===== config.mk =====
export PLATFORM = sky130hd
export DESIGN_NAME = alu_driver_flat
export DESIGN_NICKNAME = d
export VERILOG_FILES = /design/src/rtl/alu_driver_if.sv /design/src/rtl/alu_driver.sv /design/src/flat_wrapper.sv
export SDC_FILE = /design/constraint.sdc
export NUM_CORES = 1
export LEC_CHECK = 0
export BUFFER_PORTS_ARGS = -buffer_cell sky130_fd_sc_hd__buf_2
export CORE_MARGIN = 2
export CORE_UTILIZATION = 35
export CTS_BUF_LIST = sky130_fd_sc_hd__clkbuf_8 sky130_fd_sc_hd__clkbuf_16
export DETAILED_ROUTE_END_ITERATION = 8
export PLACE_DENSITY_LB_ADDON = 0.12
export SLEW_MARGIN = 20
export SYNTH_ARGS = -nofsm -noshare
export SYNTH_HDL_FRONTEND = slang
export SYNTH_SLANG_ARGS = --single-unit

===== constraint.sdc =====
create_clock -name clk -period 3.4 [get_ports clk]
set_input_delay 0.17 -clock clk [delete_from_list [all_inputs] [get_ports clk]]
set_output_delay 0.17 -clock clk [all_outputs]
set_load 0.01 [all_outputs]

===== src/rtl/alu_driver_if.sv =====
// alu_driver_if -- request/response bus between a client and alu_driver.
//   Request channel  : req_valid/req_ready handshake carrying req_a, req_b,
//                      req_op, req_cin and req_chain (use the stored carry).
//   Response channel : rsp_valid/rsp_ready handshake carrying rsp_result
//                      and rsp_cout.
//   master modport : the client side (offers requests, consumes responses).
//   slave modport  : the alu_driver side.
interface alu_driver_if #(
  parameter int WIDTH = 32
);
  logic             req_valid;
  logic             req_ready;
  logic [WIDTH-1:0] req_a;
  logic [WIDTH-1:0] req_b;
  logic [2:0]       req_op;
  logic             req_cin;
  logic             req_chain;

  logic             rsp_valid;
  logic             rsp_ready;
  logic [WIDTH-1:0] rsp_result;
  logic             rsp_cout;

  modport master (
    output req_valid, req_a, req_b, req_op, req_cin, req_chain, rsp_ready,
    input  req_ready, rsp_valid, rsp_result, rsp_cout
  );

  modport slave (
    input  req_valid, req_a, req_b, req_op, req_cin, req_chain, rsp_ready,
    output req_ready, rsp_valid, rsp_result, rsp_cout
  );
endinterface


===== src/rtl/alu_driver.sv =====
// alu_driver -- sequences one request at a time through an external ALU that
// has a registered result and a combinational carry-out.
//   clk, rst   : single clock; asynchronous active-high reset.
//   bus        : request/response channels (alu_driver_if.slave).
//   alu_a/b    : operands held stable toward the ALU for the whole transaction.
//   alu_op     : opcode passed through unmodified.
//   alu_cin    : req_cin, or the stored carry when req_chain is set.
//   alu_enbl   : one-cycle enable of the ALU output register (EXEC only).
//   alu_result : registered ALU result, sampled in WAIT.
//   alu_cout   : combinational ALU carry-out, sampled in EXEC.
//   op_count   : completed transactions, wraps at 16 bits.
// Flow: IDLE -> EXEC -> WAIT -> RESP -> IDLE; one transaction per 4 cycles
// at best.
module alu_driver #(
  parameter int WIDTH = 32
) (
  input  logic             clk,
  input  logic             rst,
  alu_driver_if.slave      bus,
  output logic [WIDTH-1:0] alu_a,
  output logic [WIDTH-1:0] alu_b,
  output logic [2:0]       alu_op,
  output logic             alu_cin,
  output logic             alu_enbl,
  input  logic [WIDTH-1:0] alu_result,
  input  logic             alu_cout,
  output logic [15:0]      op_count
);

  typedef enum logic [1:0] {
    IDLE = 2'd0,
    EXEC = 2'd1,
    WAIT = 2'd2,
    RESP = 2'd3
  } state_t;

  state_t state_q, state_d;

  logic             accept;
  logic             done;
  logic             carry_q;
  logic [WIDTH-1:0] rsp_result_q;
  logic             rsp_cout_q;
  logic [15:0]      op_count_q;

  // State register.
  // NOTE: sequential state uses non-blocking (<=) so every flop samples the
  // pre-edge values of the others; blocking here would create ordering races.
  always_ff @(posedge clk or posedge rst) begin
    if (rst) state_q <= IDLE;
    else     state_q <= state_d;
  end

  // Next-state and handshake decode.
  // NOTE: every signal gets a default before the case so no path leaves one
  // unassigned, which would otherwise infer a latch.
  always_comb begin
    state_d       = state_q;
    bus.req_ready = 1'b0;
    bus.rsp_valid = 1'b0;
    alu_enbl      = 1'b0;
    accept        = 1'b0;
    done          = 1'b0;
    unique case (state_q)
      IDLE: begin
        bus.req_ready = 1'b1;
        if (bus.req_valid) begin
          accept  = 1'b1;
          state_d = EXEC;
        end
      end
      EXEC: begin
        alu_enbl = 1'b1;
        state_d  = WAIT;
      end
      WAIT: state_d = RESP;
      RESP: begin
        bus.rsp_valid = 1'b1;
        // A consumer already ready on the first RESP cycle completes here.
        if (bus.rsp_ready) begin
          done    = 1'b1;
          state_d = IDLE;
        end
      end
    endcase
  end

  // Datapath. Registers only load in their own state, so operands stay put
  // toward the ALU and the response holds through backpressure and after
  // returning to IDLE.
  // NOTE: all datapath flops are plain registers (no memory arrays), so each
  // gets an explicit reset value and reset aborts any transaction cleanly.
  always_ff @(posedge clk or posedge rst) begin
    if (rst) begin
      alu_a        <= '0;
      alu_b        <= '0;
      alu_op       <= '0;
      alu_cin      <= 1'b0;
      carry_q      <= 1'b0;
      rsp_result_q <= '0;
      rsp_cout_q   <= 1'b0;
      op_count_q   <= '0;
    end else begin
      if (accept) begin
        alu_a   <= bus.req_a;
        alu_b   <= bus.req_b;
        alu_op  <= bus.req_op;
        alu_cin <= bus.req_chain ? carry_q : bus.req_cin;
      end
      // Carry-out is combinational, so it is valid while operands are applied;
      // every transaction overwrites the stored carry, chained or not.
      if (state_q == EXEC) begin
        carry_q    <= alu_cout;
        rsp_cout_q <= alu_cout;
      end
      // The ALU result register loaded on the EXEC edge; take it one cycle on.
      if (state_q == WAIT) rsp_result_q <= alu_result;
      if (done)            op_count_q   <= op_count_q + 16'd1;
    end
  end

  assign bus.rsp_result = rsp_result_q;
  assign bus.rsp_cout   = rsp_cout_q;
  assign op_count       = op_count_q;

endmodule


===== src/flat_wrapper.sv =====
// flat-port wrapper written by rule: the top's interface ports become plain ports
module alu_driver_flat 
#(
  parameter int WIDTH = 32
)
  (clk, rst, alu_a, alu_b, alu_op, alu_cin, alu_enbl, alu_result, alu_cout, op_count, bus_req_valid, bus_req_a, bus_req_b, bus_req_op, bus_req_cin, bus_req_chain, bus_rsp_ready, bus_req_ready, bus_rsp_valid, bus_rsp_result, bus_rsp_cout);
  alu_driver_if #(.WIDTH(WIDTH)) bus_i ();
  input  logic clk;
  input  logic rst;
  output logic [WIDTH-1:0] alu_a;
  output logic [WIDTH-1:0] alu_b;
  output logic [2:0] alu_op;
  output logic alu_cin;
  output logic alu_enbl;
  input  logic [WIDTH-1:0] alu_result;
  input  logic alu_cout;
  output logic [15:0] op_count;
  input wire logic [$bits(bus_i.req_valid)-1:0] bus_req_valid;
  input wire logic [$bits(bus_i.req_a)-1:0] bus_req_a;
  input wire logic [$bits(bus_i.req_b)-1:0] bus_req_b;
  input wire logic [$bits(bus_i.req_op)-1:0] bus_req_op;
  input wire logic [$bits(bus_i.req_cin)-1:0] bus_req_cin;
  input wire logic [$bits(bus_i.req_chain)-1:0] bus_req_chain;
  input wire logic [$bits(bus_i.rsp_ready)-1:0] bus_rsp_ready;
  output wire logic [$bits(bus_i.req_ready)-1:0] bus_req_ready;
  output wire logic [$bits(bus_i.rsp_valid)-1:0] bus_rsp_valid;
  output wire logic [$bits(bus_i.rsp_result)-1:0] bus_rsp_result;
  output wire logic [$bits(bus_i.rsp_cout)-1:0] bus_rsp_cout;
  assign bus_i.req_valid = bus_req_valid;
  assign bus_i.req_a = bus_req_a;
  assign bus_i.req_b = bus_req_b;
  assign bus_i.req_op = bus_req_op;
  assign bus_i.req_cin = bus_req_cin;
  assign bus_i.req_chain = bus_req_chain;
  assign bus_i.rsp_ready = bus_rsp_ready;
  assign bus_req_ready = bus_i.req_ready;
  assign bus_rsp_valid = bus_i.rsp_valid;
  assign bus_rsp_result = bus_i.rsp_result;
  assign bus_rsp_cout = bus_i.rsp_cout;
  alu_driver #(.WIDTH(WIDTH)) u_core (.clk(clk), .rst(rst), .bus(bus_i), .alu_a(alu_a), .alu_b(alu_b), .alu_op(alu_op), .alu_cin(alu_cin), .alu_enbl(alu_enbl), .alu_result(alu_result), .alu_cout(alu_cout), .op_count(op_count));
endmodule

Word-level counts from Yosys, hierarchy flattened:

Cells that the tools add are included.
Widths: inputs -> output; s select.

* bits in writable memories: 0
* input bits: 106
* bits in registers: 119
* memories: 0
* bits in latches: 0
* memory bits (read-only): 0
* output and inout bits: 120

* shift-type cells: 0
* add/subtract/negate cells: 1
* reduce and logical (&&, ||, !) cells: 2
* $mul: 0
* muxes and demuxes: 11
* bitwise gates (word level): 0
* divide/modulo/power cells: 0
* equal/unequal tests: 5
* order comparisons: 0

Operator list (count)
* $add 16x1->16 const B: 1
* $mux 1: 8
* $pmux 2 s4: 1
* $eq 2x2->1 const B: 2
* $mux 2: 2
* $ne 2x2->1 const B: 2
* $eq 2x1->1 const B: 1
* $logic_not 2->1: 1
* $reduce_and 2->1: 1

Logic depth before layout (Yosys ltp):

* depth after elaboration: 3
* depth in mapped cells: 7
* mapped depth without buffers: 5

Worst setup path before layout:

No wires, ideal clock.

* path kind: reg-to-reg
* start point: reg u_core.state_q[0]
* end point: reg u_core.alu_a[0]
* cell stages (with the launch flop): 7
* path buffers: 2
* arrival: 1.546 ns
* setup slack: 1.730 ns
* data required time: 3.275 ns
* library setup time: 0.125 ns
* cell sequence: dfrtp_1 inv_1 ha_1 nand2_1 buf_2 buf_4 mux2_2

* longest elaborated chain between the ends: 2

RTL lines
* start, declared: line alu_driver.sv:37 `state_t state_q, state_d;`
* start signal, assigned: line alu_driver.sv:51 `else state_q <= state_d;`
* $logic_not 2->1: line alu_driver.sv:64 `unique case (state_q)`
* $mux 1: line alu_driver.sv:64
* end signal, assigned: line alu_driver.sv:105 `alu_a <= bus.req_a;`
* end, declared: line alu_driver.sv:20 `output logic [WIDTH-1:0] alu_a,`

Every way passes these cells.
A chain may end at the register's enable or synchronous reset.

Worst setup path after layout:

* start point: reg u_core.state_q[0]
* end point: reg u_core.alu_a[18]

The elaborated chain is that of the path after synthesis.

==> qor.csv <==
metric,value,unit
core,0.0127,mm2
final-max-slew-violation-count,0,
timing.hold.worst_path_depth,2,
worst-r2r-cell-count,5,
final_net_count,737,
largest_family_of_logic_cells_by_synthesized_area,multiplexers,
tritoncts.num_buffers,17,
routed_wirelength,11500,um
synth.lib_cells_used.distinct,25,
timing.hold.ws,0.0230,ns
synth_area_per_cell,15.8,um2
grt_first_pass_wirelength,18900,um
global_route_usage_over_all_layers,0.171,
hp-start,alu_result[17],
crit_family,simple AND/OR/NAND/NOR gates,
synth.ff_latch_count,119,
worst_slew_pin_slew,0.829,ns
relSlewSlack,0.448,
yosysSeqAreaShare,0.647,
post_cts_resized,0,
mappedNetlistNets,402,
layout_min_cycle_time,2.14,ns
worstPathMaxFanout,38,
yosys-top-cells-area,"sky130_fd_sc_hd__dfrtp_1 (65%), sky130_fd_sc_hd__mux2_2 (25%), sky130_fd_sc_hd__xnor2_1 (1.7%)",
synthesis.instances,291,
hold_path_end,u_core.bus.rsp_result[17],
drtIter0Drc,94,
die_width,119,um
slowest_stage_cell_crit_path,sky130_fd_sc_hd__nand2_2,
crit_path_start_kind,register,
global_route.overflow_total,0,
routed_via_density,4.41,
insertion_delay,0.41,ns
synth_top_area_frac,0.647,
clock-sinks,119,
synthXorXnorAreaFrac,0.0285,
final-setup-viol-count,0,
clock.fmax,467,MHz
post-route-cell-area,0.00748,mm2
post-synth-top-area-cell,sky130_fd_sc_hd__dfrtp_1,
clkTransAtPathRegs,0.05,ns
end_of_the_worst_register_to_register_path,u_core.alu_a[18],
yosysWarningCount,0,
max-clock-path-buffers,2,
cp.arrival,2.43,ns
synthesized_area_fraction_occupied_by_adder_cells,0.0136,
reg_to_reg_setup_timing_slack,1.26,ns
grt_max_degree,64,
drt_drc_violations_left,0,
vias,3568,
detailedRoute.firstPassIterationCount,6,
synthMuxAreaShare,0.249,
post_detailed_route_wirelength_per_cell,14.2,um
tritoncts,done,
synthSimpleGateAreaFrac,0.0391,
drive_above_1_share,0.571,
top_level_ports,226,
finClkSkew,0.00581,ns
outcome,"complete, no violations",
post_synth_instance_area,0.00460,mm2
crit_type,register to register,
post_dp_cell_area,0.00595,mm2
power_per_cell_area,855,mW/mm2
post-dp-hpwl,7510,um
setup.worst_path.end_class,register,
compound_cell_area_share_of_the_yosys_netlist,0.00544,
initial_utilization,0.362,
required,3.69,ns
crit_chain,inv_1 -> ha_1 -> nand2_2 -> buf_12 -> mux2_2,
rsz_0062_raised_after_global_routing,no,
cap_violations,0,
layout_worst_path_cycle_share,0.630,
cpPeakStageDelay,0.60,ns
ctsRootBufferMaster,sky130_fd_sc_hd__clkbuf_16,
vdd_drop_max,478,uV
first_global_vias,3876,
place_congestion,0.709,
number_of_antenna_violations_at_the_first_check_in_global_routing,0,
report.final.hold_viol_count,0,
hold_class,input pin to register,
portBuffers,225,
worstReg2RegStart,u_core.state_q[0],
fp.dieH,119,um
remaining_antenna_violation_count,0,
placementRows,41,
fin_setup_tns,0,ns
layout-area-overhead-vs-synth,62.5,%
total_leakage_power,3.72,nW
die-area,0.0141,mm2
cts_htree_levels,4,
n_antenna_cell,0,
critical_path_buf_inv_count,2,
-- how the worst max path moves through the flow --
stage	startpoint	end	slack, ns	cells past startpoint
CTS	u_core.state_q[0]	u_core.alu_a[18]	1.22	5
global route	u_core.state_q[0]	u_core.alu_a[23]	1.06	5
finish	u_core.state_q[0]	u_core.alu_a[18]	1.26	5
floorplan	rst	u_core.alu_a[0]	0.07	1
global placement	u_core.state_q[0]	u_core.alu_op[2]	1.32	5
detailed placement	u_core.state_q[0]	u_core.alu_a[18]	1.23	5
-- cells in the final DEF (no fill, tap or decap) --
cell                            netlist  routed
sky130_fd_sc_hd__nand3_2              1       1
sky130_fd_sc_hd__a21oi_1              1       1
sky130_fd_sc_hd__nor2_1               4       4
sky130_fd_sc_hd__clkbuf_8             0       6
sky130_fd_sc_hd__ha_1                 5       5
sky130_fd_sc_hd__nand3_1              6       6
sky130_fd_sc_hd__inv_4                0       1
sky130_fd_sc_hd__mux2i_1              1       1
sky130_fd_sc_hd__dlygate4sd3_1        0      99
sky130_fd_sc_hd__mux2_2             101     101
sky130_fd_sc_hd__o32a_1               1       1
sky130_fd_sc_hd__xnor2_1              9       9
sky130_fd_sc_hd__o21ai_0              2       2
sky130_fd_sc_hd__and2b_2              1       1
sky130_fd_sc_hd__nor2_2               1       1
sky130_fd_sc_hd__and4_2               1       1
sky130_fd_sc_hd__buf_2                9     225
sky130_fd_sc_hd__and3_1               1       1
sky130_fd_sc_hd__clkinv_2             0       3
sky130_fd_sc_hd__nor4_4               1       1
sky130_fd_sc_hd__nand4_2              2       2
sky130_fd_sc_hd__clkbuf_16            0      17
sky130_fd_sc_hd__dfrtp_1            119     119
sky130_fd_sc_hd__nor3_1               1       1
sky130_fd_sc_hd__inv_1                6       9
sky130_fd_sc_hd__nand4_1              2       2
sky130_fd_sc_hd__nand2_2              0       1
sky130_fd_sc_hd__nand2_1              8       7
sky130_fd_sc_hd__buf_12               0       3
sky130_fd_sc_hd__xor2_1               6       6
-- Yosys cell counts (all sizes together) --
cell      n
dfrtp   119
mux2    101
buf      10
xnor2     9
nand2     8
nand3     7
inv       6
xor2      6
ha        5
nor2      5
nand4     4
o21ai     2
a21oi     1
and2b     1
and3      1
and4      1
clkbuf    1
mux2i     1
nor3      1
nor4      1
o32a      1
-- worst reg2reg max path, stage by stage (launching register included) --
cell,delay (ns)
sky130_fd_sc_hd__dfrtp_1,0.39
sky130_fd_sc_hd__inv_1,0.09
sky130_fd_sc_hd__ha_1,0.25
sky130_fd_sc_hd__nand2_2,0.60
sky130_fd_sc_hd__buf_12,0.32
sky130_fd_sc_hd__mux2_2,0.38
-- layer usage --
layer	vias to the layer above	GRT usage	wire length [um]	share of wire
met1	1733	0.192	4680	0.41
met3	17	0.0598	751	0.065
met2	138	0.291	5860	0.51
li1	1680	-	-	-
met4	0	0.0781	212	0.018
met5	-	0	0	0
-- power breakdown --
group	internal, W	switching [W]
clock	0.00102	0.000569
sequential	0.00208	0.000331
combinational	0.00130	0.00109
total	0.00440	0.00200
-- cell families after synthesis --
group | after synthesis
multiplexers | 102
AND/OR/NAND/NOR | 29
AO/OA/AOI/OAI | 4
adder cells (fa/ha/maj) | 5
flip-flops | 119
XOR/XNOR | 15
buffers and inverters | 17
-- stage by stage --
step / cells / total power (W) / setup slack (ns) / util
detailed placement: 680 / 0.00475 / 1.23 / 0.468
global route: 809 / 0.00681 / 1.06 / 0.588
finish: 809 / 0.00640 / 1.26 / 0.588
floorplan: 291 / 0.00377 / 0.0725 / -
CTS: 809 / 0.00648 / 1.22 / 0.588
global placement: 680 / 0.00469 / 1.32 / 0.468
-- area by class of cell --
| type | instances | area [um2] |
|---|---|---|
| clock inverter | 7 | 30.0 |
| tap | 172 | 215 |
| sequential | 119 | 2980 |
| clock buffer | 23 | 508 |
| fill | 1079 | 5240 |
| multi-input combinational | 155 | 1550 |
| timing repair buffer | 327 | 2180 |
| inverter | 6 | 25.0 |
-- timing repair --
item / 4_1_cts / 5_1_grt
buffers inserted: 0 / 0
hold buffers: 99 / 0
hold endpoints to repair: 154 / 0
-- flip-flops by register name, indices dropped and copies added, names as in the netlist --
signal and count:
u_core.alu_a 32, u_core.alu_b 32, u_core.alu_cin 1, u_core.alu_op 3, u_core.bus.rsp_cout 1, u_core.bus.rsp_result 32, u_core.op_count 16, u_core.state_q 2
Power figures use the tool's default switching activity.
